<file path="src/rtl/mnist_frame_ctrl.sv">
// Frame sequencer for the MNIST pipeline: streams one image from a synchronous
// RAM into the pipeline, waits for the single result beat, then runs a
// sequential signed argmax over the class scores.
module mnist_frame_ctrl #(
  parameter int N         = 8,
  parameter int IMG_SIZE  = 28,
  parameter int NUM_CLASS = 10,
  parameter int ADDR_W    = 10,
  parameter int TIMEOUT   = 4096
) (
  input  logic                   clk,
  input  logic                   rst,
  input  logic                   start,
  output logic                   busy,
  output logic                   done,
  output logic [3:0]             class_out,
  output logic [N-1:0]           class_score,
  output logic                   timeout_err,
  output logic                   img_rd_en,
  output logic [ADDR_W-1:0]      img_rd_addr,
  input  logic [N-1:0]           img_rd_data,
  output logic                   pix_vld,
  output logic [N-1:0]           pix_dout,
  input  logic [NUM_CLASS*N-1:0] net_dout,
  input  logic                   net_dout_vld,
  input  logic                   net_dout_end
);

  localparam logic [2:0] S_IDLE   = 3'd0;
  localparam logic [2:0] S_FEED   = 3'd1;
  localparam logic [2:0] S_WAIT   = 3'd2;
  localparam logic [2:0] S_ARGMAX = 3'd3;
  localparam logic [2:0] S_DONE   = 3'd4;

  localparam int                WD_W     = $clog2(TIMEOUT + 1);
  localparam logic [ADDR_W-1:0] LAST_PIX = ADDR_W'(IMG_SIZE * IMG_SIZE - 1);
  localparam logic [WD_W-1:0]   WD_LAST  = WD_W'(TIMEOUT - 1);
  localparam logic [3:0]        LAST_CLS = 4'(NUM_CLASS - 1);

  logic [2:0]          state_q, state_d;
  logic [ADDR_W-1:0]   pix_cnt_q, pix_cnt_d;
  logic [WD_W-1:0]     wd_q, wd_d;
  logic [3:0]          cls_q, cls_d;
  logic signed [N-1:0] scores_q [NUM_CLASS];
  logic signed [N-1:0] scores_d [NUM_CLASS];
  logic signed [N-1:0] best_q, best_d;
  logic [3:0]          best_idx_q, best_idx_d;
  logic [3:0]          class_out_q, class_out_d;
  logic signed [N-1:0] class_score_q, class_score_d;
  logic                timeout_err_q, timeout_err_d;
  logic                pix_vld_q, pix_vld_d;

  logic signed [N-1:0] cand, nb_val;
  logic [3:0]          nb_idx;
  logic                take;

  // Next-state and datapath decisions for the whole frame sequence.
  always_comb begin
    // NOTE: every variable gets a hold/default value first so no path can
    // leave one unassigned and infer a latch.
    state_d       = state_q;
    pix_cnt_d     = pix_cnt_q;
    wd_d          = wd_q;
    cls_d         = cls_q;
    best_d        = best_q;
    best_idx_d    = best_idx_q;
    class_out_d   = class_out_q;
    class_score_d = class_score_q;
    timeout_err_d = timeout_err_q;
    for (int k = 0; k < NUM_CLASS; k++) scores_d[k] = scores_q[k];
    cand   = scores_q[cls_q];
    take   = (cls_q == 4'd0) || (cand > best_q);
    nb_val = take ? cand : best_q;
    nb_idx = take ? cls_q : best_idx_q;

    case (state_q)
      S_IDLE: begin
        if (start) begin
          state_d       = S_FEED;
          pix_cnt_d     = '0;
          timeout_err_d = 1'b0;
          class_out_d   = '0;
          class_score_d = '0;
          for (int k = 0; k < NUM_CLASS; k++) scores_d[k] = '0;
        end
      end
      S_FEED: begin
        // Counter parks on the last address instead of wrapping.
        if (pix_cnt_q == LAST_PIX) begin
          state_d = S_WAIT;
          wd_d    = '0;
        end else begin
          pix_cnt_d = pix_cnt_q + 1'b1;
        end
      end
      S_WAIT: begin
        // A result beat takes priority over the watchdog in the same cycle.
        if (net_dout_vld) begin
          for (int k = 0; k < NUM_CLASS; k++) scores_d[k] = net_dout[k*N +: N];
          cls_d   = '0;
          state_d = S_ARGMAX;
        end else if (wd_q == WD_LAST) begin
          class_out_d   = 4'hF;
          class_score_d = '0;
          timeout_err_d = 1'b1;
          state_d       = S_DONE;
        end else begin
          wd_d = wd_q + 1'b1;
        end
      end
      S_ARGMAX: begin
        // Strict greater-than keeps the lowest index on ties.
        best_d     = nb_val;
        best_idx_d = nb_idx;
        if (cls_q == LAST_CLS) begin
          class_out_d   = nb_idx;
          class_score_d = nb_val;
          state_d       = S_DONE;
        end else begin
          cls_d = cls_q + 4'd1;
        end
      end
      S_DONE:  state_d = S_IDLE;
      default: state_d = S_IDLE;
    endcase
  end

  // The RAM output is valid one cycle after the read, so the valid strobe lags by one.
  always_comb pix_vld_d = (state_q == S_FEED);

  // Control and result registers with synchronous reset.
  always_ff @(posedge clk) begin
    if (rst) begin
      state_q       <= S_IDLE;
      pix_cnt_q     <= '0;
      wd_q          <= '0;
      cls_q         <= '0;
      best_q        <= '0;
      best_idx_q    <= '0;
      class_out_q   <= '0;
      class_score_q <= '0;
      timeout_err_q <= 1'b0;
      pix_vld_q     <= 1'b0;
    end else begin
      // NOTE: sequential state uses non-blocking assignments so every flop
      // samples the pre-edge values regardless of statement order.
      state_q       <= state_d;
      pix_cnt_q     <= pix_cnt_d;
      wd_q          <= wd_d;
      cls_q         <= cls_d;
      best_q        <= best_d;
      best_idx_q    <= best_idx_d;
      class_out_q   <= class_out_d;
      class_score_q <= class_score_d;
      timeout_err_q <= timeout_err_d;
      pix_vld_q     <= pix_vld_d;
    end
  end

  // Captured score bank.
  always_ff @(posedge clk) begin
    // NOTE: the score bank has no reset; it is cleared by an accepted start
    // and only read in ARGMAX after a capture, so reset would add nothing.
    for (int k = 0; k < NUM_CLASS; k++) scores_q[k] <= scores_d[k];
  end

  // A result beat is expected to be the final beat of the frame.
  assert property (@(posedge clk) disable iff (rst)
    (state_q == S_WAIT && net_dout_vld) |-> net_dout_end);

  assign busy        = (state_q == S_FEED) || (state_q == S_WAIT) || (state_q == S_ARGMAX);
  assign done        = (state_q == S_DONE);
  assign img_rd_en   = (state_q == S_FEED);
  assign img_rd_addr = pix_cnt_q;
  assign pix_vld     = pix_vld_q;
  assign pix_dout    = pix_vld_q ? img_rd_data : '0;
  assign class_out   = class_out_q;
  assign class_score = class_score_q;
  assign timeout_err = timeout_err_q;

endmodule
</file>
<file path="config.mk">
export PLATFORM = sky130hd
export DESIGN_NAME = mnist_frame_ctrl
export DESIGN_NICKNAME = d
export VERILOG_FILES = /design/src/rtl/mnist_frame_ctrl.sv
export SDC_FILE = /design/constraint.sdc
export NUM_CORES = 1
export LEC_CHECK = 0
export ABC_AREA = 1
export ABC_CLOCK_PERIOD_IN_PS = 17500
export BUFFER_PORTS_ARGS = -buffer_cell sky130_fd_sc_hd__buf_2
export CAP_MARGIN = 20
export CELL_PAD_IN_SITES_DETAIL_PLACEMENT = 1
export CELL_PAD_IN_SITES_GLOBAL_PLACEMENT = 1
export CORE_MARGIN = 2
export CORE_UTILIZATION = 44
export DETAILED_ROUTE_END_ITERATION = 16
export PLACE_DENSITY = 0.91
export SLEW_MARGIN = 15
export SYNTH_ARGS = -nofsm -noshare
export SYNTH_HDL_FRONTEND = slang
export SYNTH_SLANG_ARGS = --single-unit
</file>
<file path="constraint.sdc">
create_clock -name clk -period 17.5 [get_ports clk]
set_input_delay 3.5 -clock clk [delete_from_list [all_inputs] [get_ports clk]]
set_output_delay 3.5 -clock clk [all_outputs]
set_load 0.005 [all_outputs]
</file>
# Yosys cells after proc, flatten, opt, wreduce, memory -nomap -nowiden

Memories as Yosys holds them, arrays and structs flattened. A register that Yosys moved wholly into a read port is not among the register bits.
Index checks and enable logic that the tools add are counted.

Bits in registers: 56
RAM bits: 80
Memories kept: 1
Input port bits: 93
Logic and storage cells: 90

Memory list:

| memory   | depth | width | read ports | clocked after memory_dff | wr ports | RTL line | source |
|---|---|---|---|---|---|---|---|
| scores_q | 10    | 8     | 1          | 1                        | 10       | 44       | `logic signed [N-1:0] scores_q [NUM_CLASS];` |

Add/sub/neg operators: 3
Equal/unequal tests: 20
Reductions and logical operators: 17
Muxes and demuxes: 38
Magnitude comparators: 1

Operators by type and width:

| kind                                                                     | count |
|---|---|
| 80-bit 2-to-1 mux                                                        | 2 |
| 80-bit case mux with 2 select lines                                      | 1 |
| 8-bit 2-to-1 mux                                                         | 6 |
| 13-bit 2-to-1 mux                                                        | 3 |
| 4-bit 2-to-1 mux                                                         | 9 |
| 13-bit case mux with 2 select lines                                      | 1 |
| 8-bit case mux with 3 select lines                                       | 1 |
| 2-bit inequality test (second input constant)                            | 11 |
| 10-bit 2-to-1 mux                                                        | 2 |
| 10-bit case mux with 2 select lines                                      | 1 |
| 3-bit 2-to-1 mux                                                         | 5 |
| 13-bit by 1-bit adder with 13-bit output (second input constant)         | 1 |
| 13-bit by 12-bit equality test with 1-bit output (second input constant) | 1 |
| 3-bit case mux with 4 select lines                                       | 1 |
| 4-bit case mux with 3 select lines                                       | 1 |
| 4-bit AND reduction                                                      | 3 |
| 10-bit by 1-bit adder with 10-bit output (second input constant)         | 1 |
| 10-bit equality test (second input constant)                             | 1 |
| 3-bit AND reduction                                                      | 3 |
| 8-bit > comparator                                                       | 1 |
| 4-bit case mux with 2 select lines                                       | 1 |
| 2-bit nonzero test                                                       | 4 |
| 3-bit by 2-bit equality test with 1-bit output (second input constant)   | 2 |
| 5-bit AND reduction                                                      | 1 |
| other kinds (12)                                                         | 16 |

# Depth between registers and ports, before layout

Depth in word-level cells: 5
Mapped depth: 23

# Worst setup path before layout

OpenSTA, ideal clock, no wires.

Path type: input to register
From: in net_dout_vld
To: mem scores_q[0][0] (enable)
Required time: 16954 ps
Stages: 2
Setup time: 546 ps
Path slack: 9320 ps
Data arrival time: 7634 ps
Cell sequence: nand2_1 > a21oi_1

RTL lines:

| element            | RTL line | source |
|---|---|---|
| start: declaration | 25       | `input logic net_dout_vld,` |
| end: declaration   | 44       |  |

# Final worst setup path

From: in img_rd_data[0]
To: out pix_dout[0]

Word-level cells in the longest chain between the ends: 1

Ends and longest elaborated chain:

| element            | RTL line | source |
|---|---|---|
| start: declaration | 21       | `input logic [N-1:0] img_rd_data,` |
| 8-bit 2-to-1 mux   | 176      | `assign pix_dout = pix_vld_q ? img_rd_data : '0;` |
| end: declaration   | 23       | `output logic [N-1:0] pix_dout,` |

Every way passes these cells.

==> reports/results.ini <==
[logic_synthesis]
syn-num-nets=992
synth.most_common_cell=inv_1
postSynthCellCount=886
netlist_area_mm2=0.00705
synthArstFlopShare_pct=0
synth.avg_cell_area_um2=7.96
synthFlopType=edfxtp_1
yosys-top-cells-area=edfxtp_1 34%, dfxtp_1 17%, inv_1 10%, nand2_1 7.6%, nor2_1 5.9%
synth_area_leader_cell=edfxtp_1
yosysWarnings=0
synth_seq_cells=140
synth-edff-count=80
yosysUniqueCellTypes=36
ys_top_cells_by_count=187 x inv_1, 142 x nand2_1, 110 x nor2_1, 80 x edfxtp_1, 72 x a21oi_1
synth_top_area_share_pct=34.1
synth.yosys.seq_area_share_pct=51.1

[timing]
fin_crit_ps=7310
finalSetupViolCount=0
max_clock_freq_ghz=0.137
slew_viol_final=0
rsz0062_at_grt=false
skew_ps=21.1
max_slew_margin_pct=30.4
tightestPinTransition_ps=1040
period_share_pct=41.8
fin_tns_setup_ps=0
final_hold_viol_count=0

[clocking]
cts_setup_buffers=0
htreeDepth=4
cts.clk_slew.worst_paths_ps=60
worstSkewPairLatency_ps=440
cts_buffers=17
cts_max_path_buffers=2
cts_tree=yes
cts_resized=0
clockRootBuffer=clkbuf_16
cts.sinks=140
postCtsHoldBufs=0

[critical_path]
crit_arrival_ps=3810
critical_path.max_stage_delay_ps=120
slowest_stage=buf_2
crit_path_start_kind=input port
path_class=in2out
crit_path_frequent_cell=buf_2
crit_fanout=1
cp_cell_sequence=buf_2, nand2_1, inv_1, buf_2
crit_required_ps=14000
cp-end-kind=primary output

[floorplanning]
initial_utilization_pct=44.7
die_h_um=131
row_count=46
die_w_um=131
dieArea_mm2=0.0171
core_area_mm2=0.0158
io-pin-count=128

[flow_run]
cap_violations=0

[drt]
vias=6168
drt_iter0_markers=463
detail-route-antenna-nets=0
wl_um=19400
dr.pass1.iters=4
drc_errors=0
avgRoutedWirePerCell_um=15.8
post_drt_via_cell_ratio=5.04

[global_routing]
antenna_found_initial=0
grt_max_degree=91
grt-ovfl-total=0
track_usage_pct=23.7
grt_pass1_vias=6397
grt_first_pass_wirelength_um=31700

[hold_path]
hp-class=reg2reg

[final_layout]
area_growth_pct=18.7
diodes=0
drive_gt1_share_pct=17.6
stdcell_area_mm2=0.00837
nets=1101

[placed_design]
hpwl_um=13000
portBuffers=126
gpl.final_weighted_congestion=0.853
placed_area_mm2=0.00782

[power]
ir_worst_vdd_mv=0.117
powerDensity_mw_per_mm2=166
power_w=0.00139
p_leak_nw=3.84

[outcome]
status=completed

-- registers in the layout (all words and copies together) (netlist names), named ones only --
name,flops
best_q,8
img_rd_addr,10
class_score,8
class_out,4
pix_vld,1
wd_q,13
scores_q,80
cls_q,4
best_idx_q,4
timeout_err,1
state_q,3
-- layout by cell type (no fill, tap or decap), types with 2 or more instances in the layout --
cell type	Yosys	layout
clkinv_1	0	2
buf_2	6	126
o21ai_0	29	29
dfxtp_1	60	59
clkinvlp_4	0	3
inv_1	187	187
nand2_2	2	2
o21ai_1	4	4
o31ai_1	2	2
inv_6	0	2
ha_1	13	13
nand2_1	142	142
a21oi_1	72	71
nor3_2	2	2
buf_4	2	3
o211ai_1	24	24
a211oi_1	2	2
nand3_1	70	70
inv_2	3	3
nor2_1	110	110
clkbuf_16	0	17
nand4_1	11	11
edfxtp_1	80	80
clkinv_4	0	4
clkinv_2	1	2
nor3_1	12	12
xor2_1	9	9
-- cells by family after synthesis --
| family | after synthesis | synth area share (%) |
|---|---|---|
| buf+inv | 231 | 12.7 |
| flops | 140 | 51.1 |
| fa+ha+maj | 13 | 2.31 |
| xor+xnor | 10 | 1.24 |
| simple gates | 357 | 22.0 |
| compound gates | 135 | 10.7 |
-- per-layer routing --
metal  track usage [%]  up-vias  share of wire (%)
li1                  -     3039                  -
met1              30.7     2908                 43
met2              40.0      184                 49
met3              4.03       37                5.6
met4              9.20        0                2.3
met5                 0        -                  0
-- worst max-delay path: cells and delay by family --
family,cells,cell delay (ps)
buf+inv,3,260
simple gates,1,50
-- worst paths after layout --
check,startpoint,endpoint,slack [ps],cells after the start
setup / recovery,img_rd_data[0],pix_dout[0],10190,4
hold / removal,best_q[2],best_q[2],470,2
setup reg to reg,flop,class_score[3],13530,17
hold reg to reg,best_q[2],best_q[2],470,2
-- through the flow --
step | utilization, % | setup slack [ps] | cells | hold slack (ps)
detailed placement | 49.6 | 10190 | 1192 | 464
CTS | 53.1 | 10190 | 1224 | 474
global route | 53.1 | 10140 | 1224 | 502
finish | 53.1 | 10190 | 1224 | 472
floorplan | - | 9320 | 886 | 445
global placement | 49.6 | 10210 | 1192 | 452
-- layout make-up --
type	instances	area (um^2)
Clock buffer	18	429
Sequential cell	140	3600
Inverter	192	724
Tap cell	216	270
Multi-Input combinational cell	515	2570
Clock inverter	14	123
Fill cell	2011	7400
Timing Repair Buffer	129	653
-- where the power goes --
part / total, W / internal, W / switching, W
registers: 0.000556 / 0.000508 / 0.0000479
clock network: 0.000341 / 0.000195 / 0.000146
logic: 0.000495 / 0.000135 / 0.000360
total: 0.00139 / 0.000838 / 0.000554
Note: power is estimated with default switching activity, not from simulation.
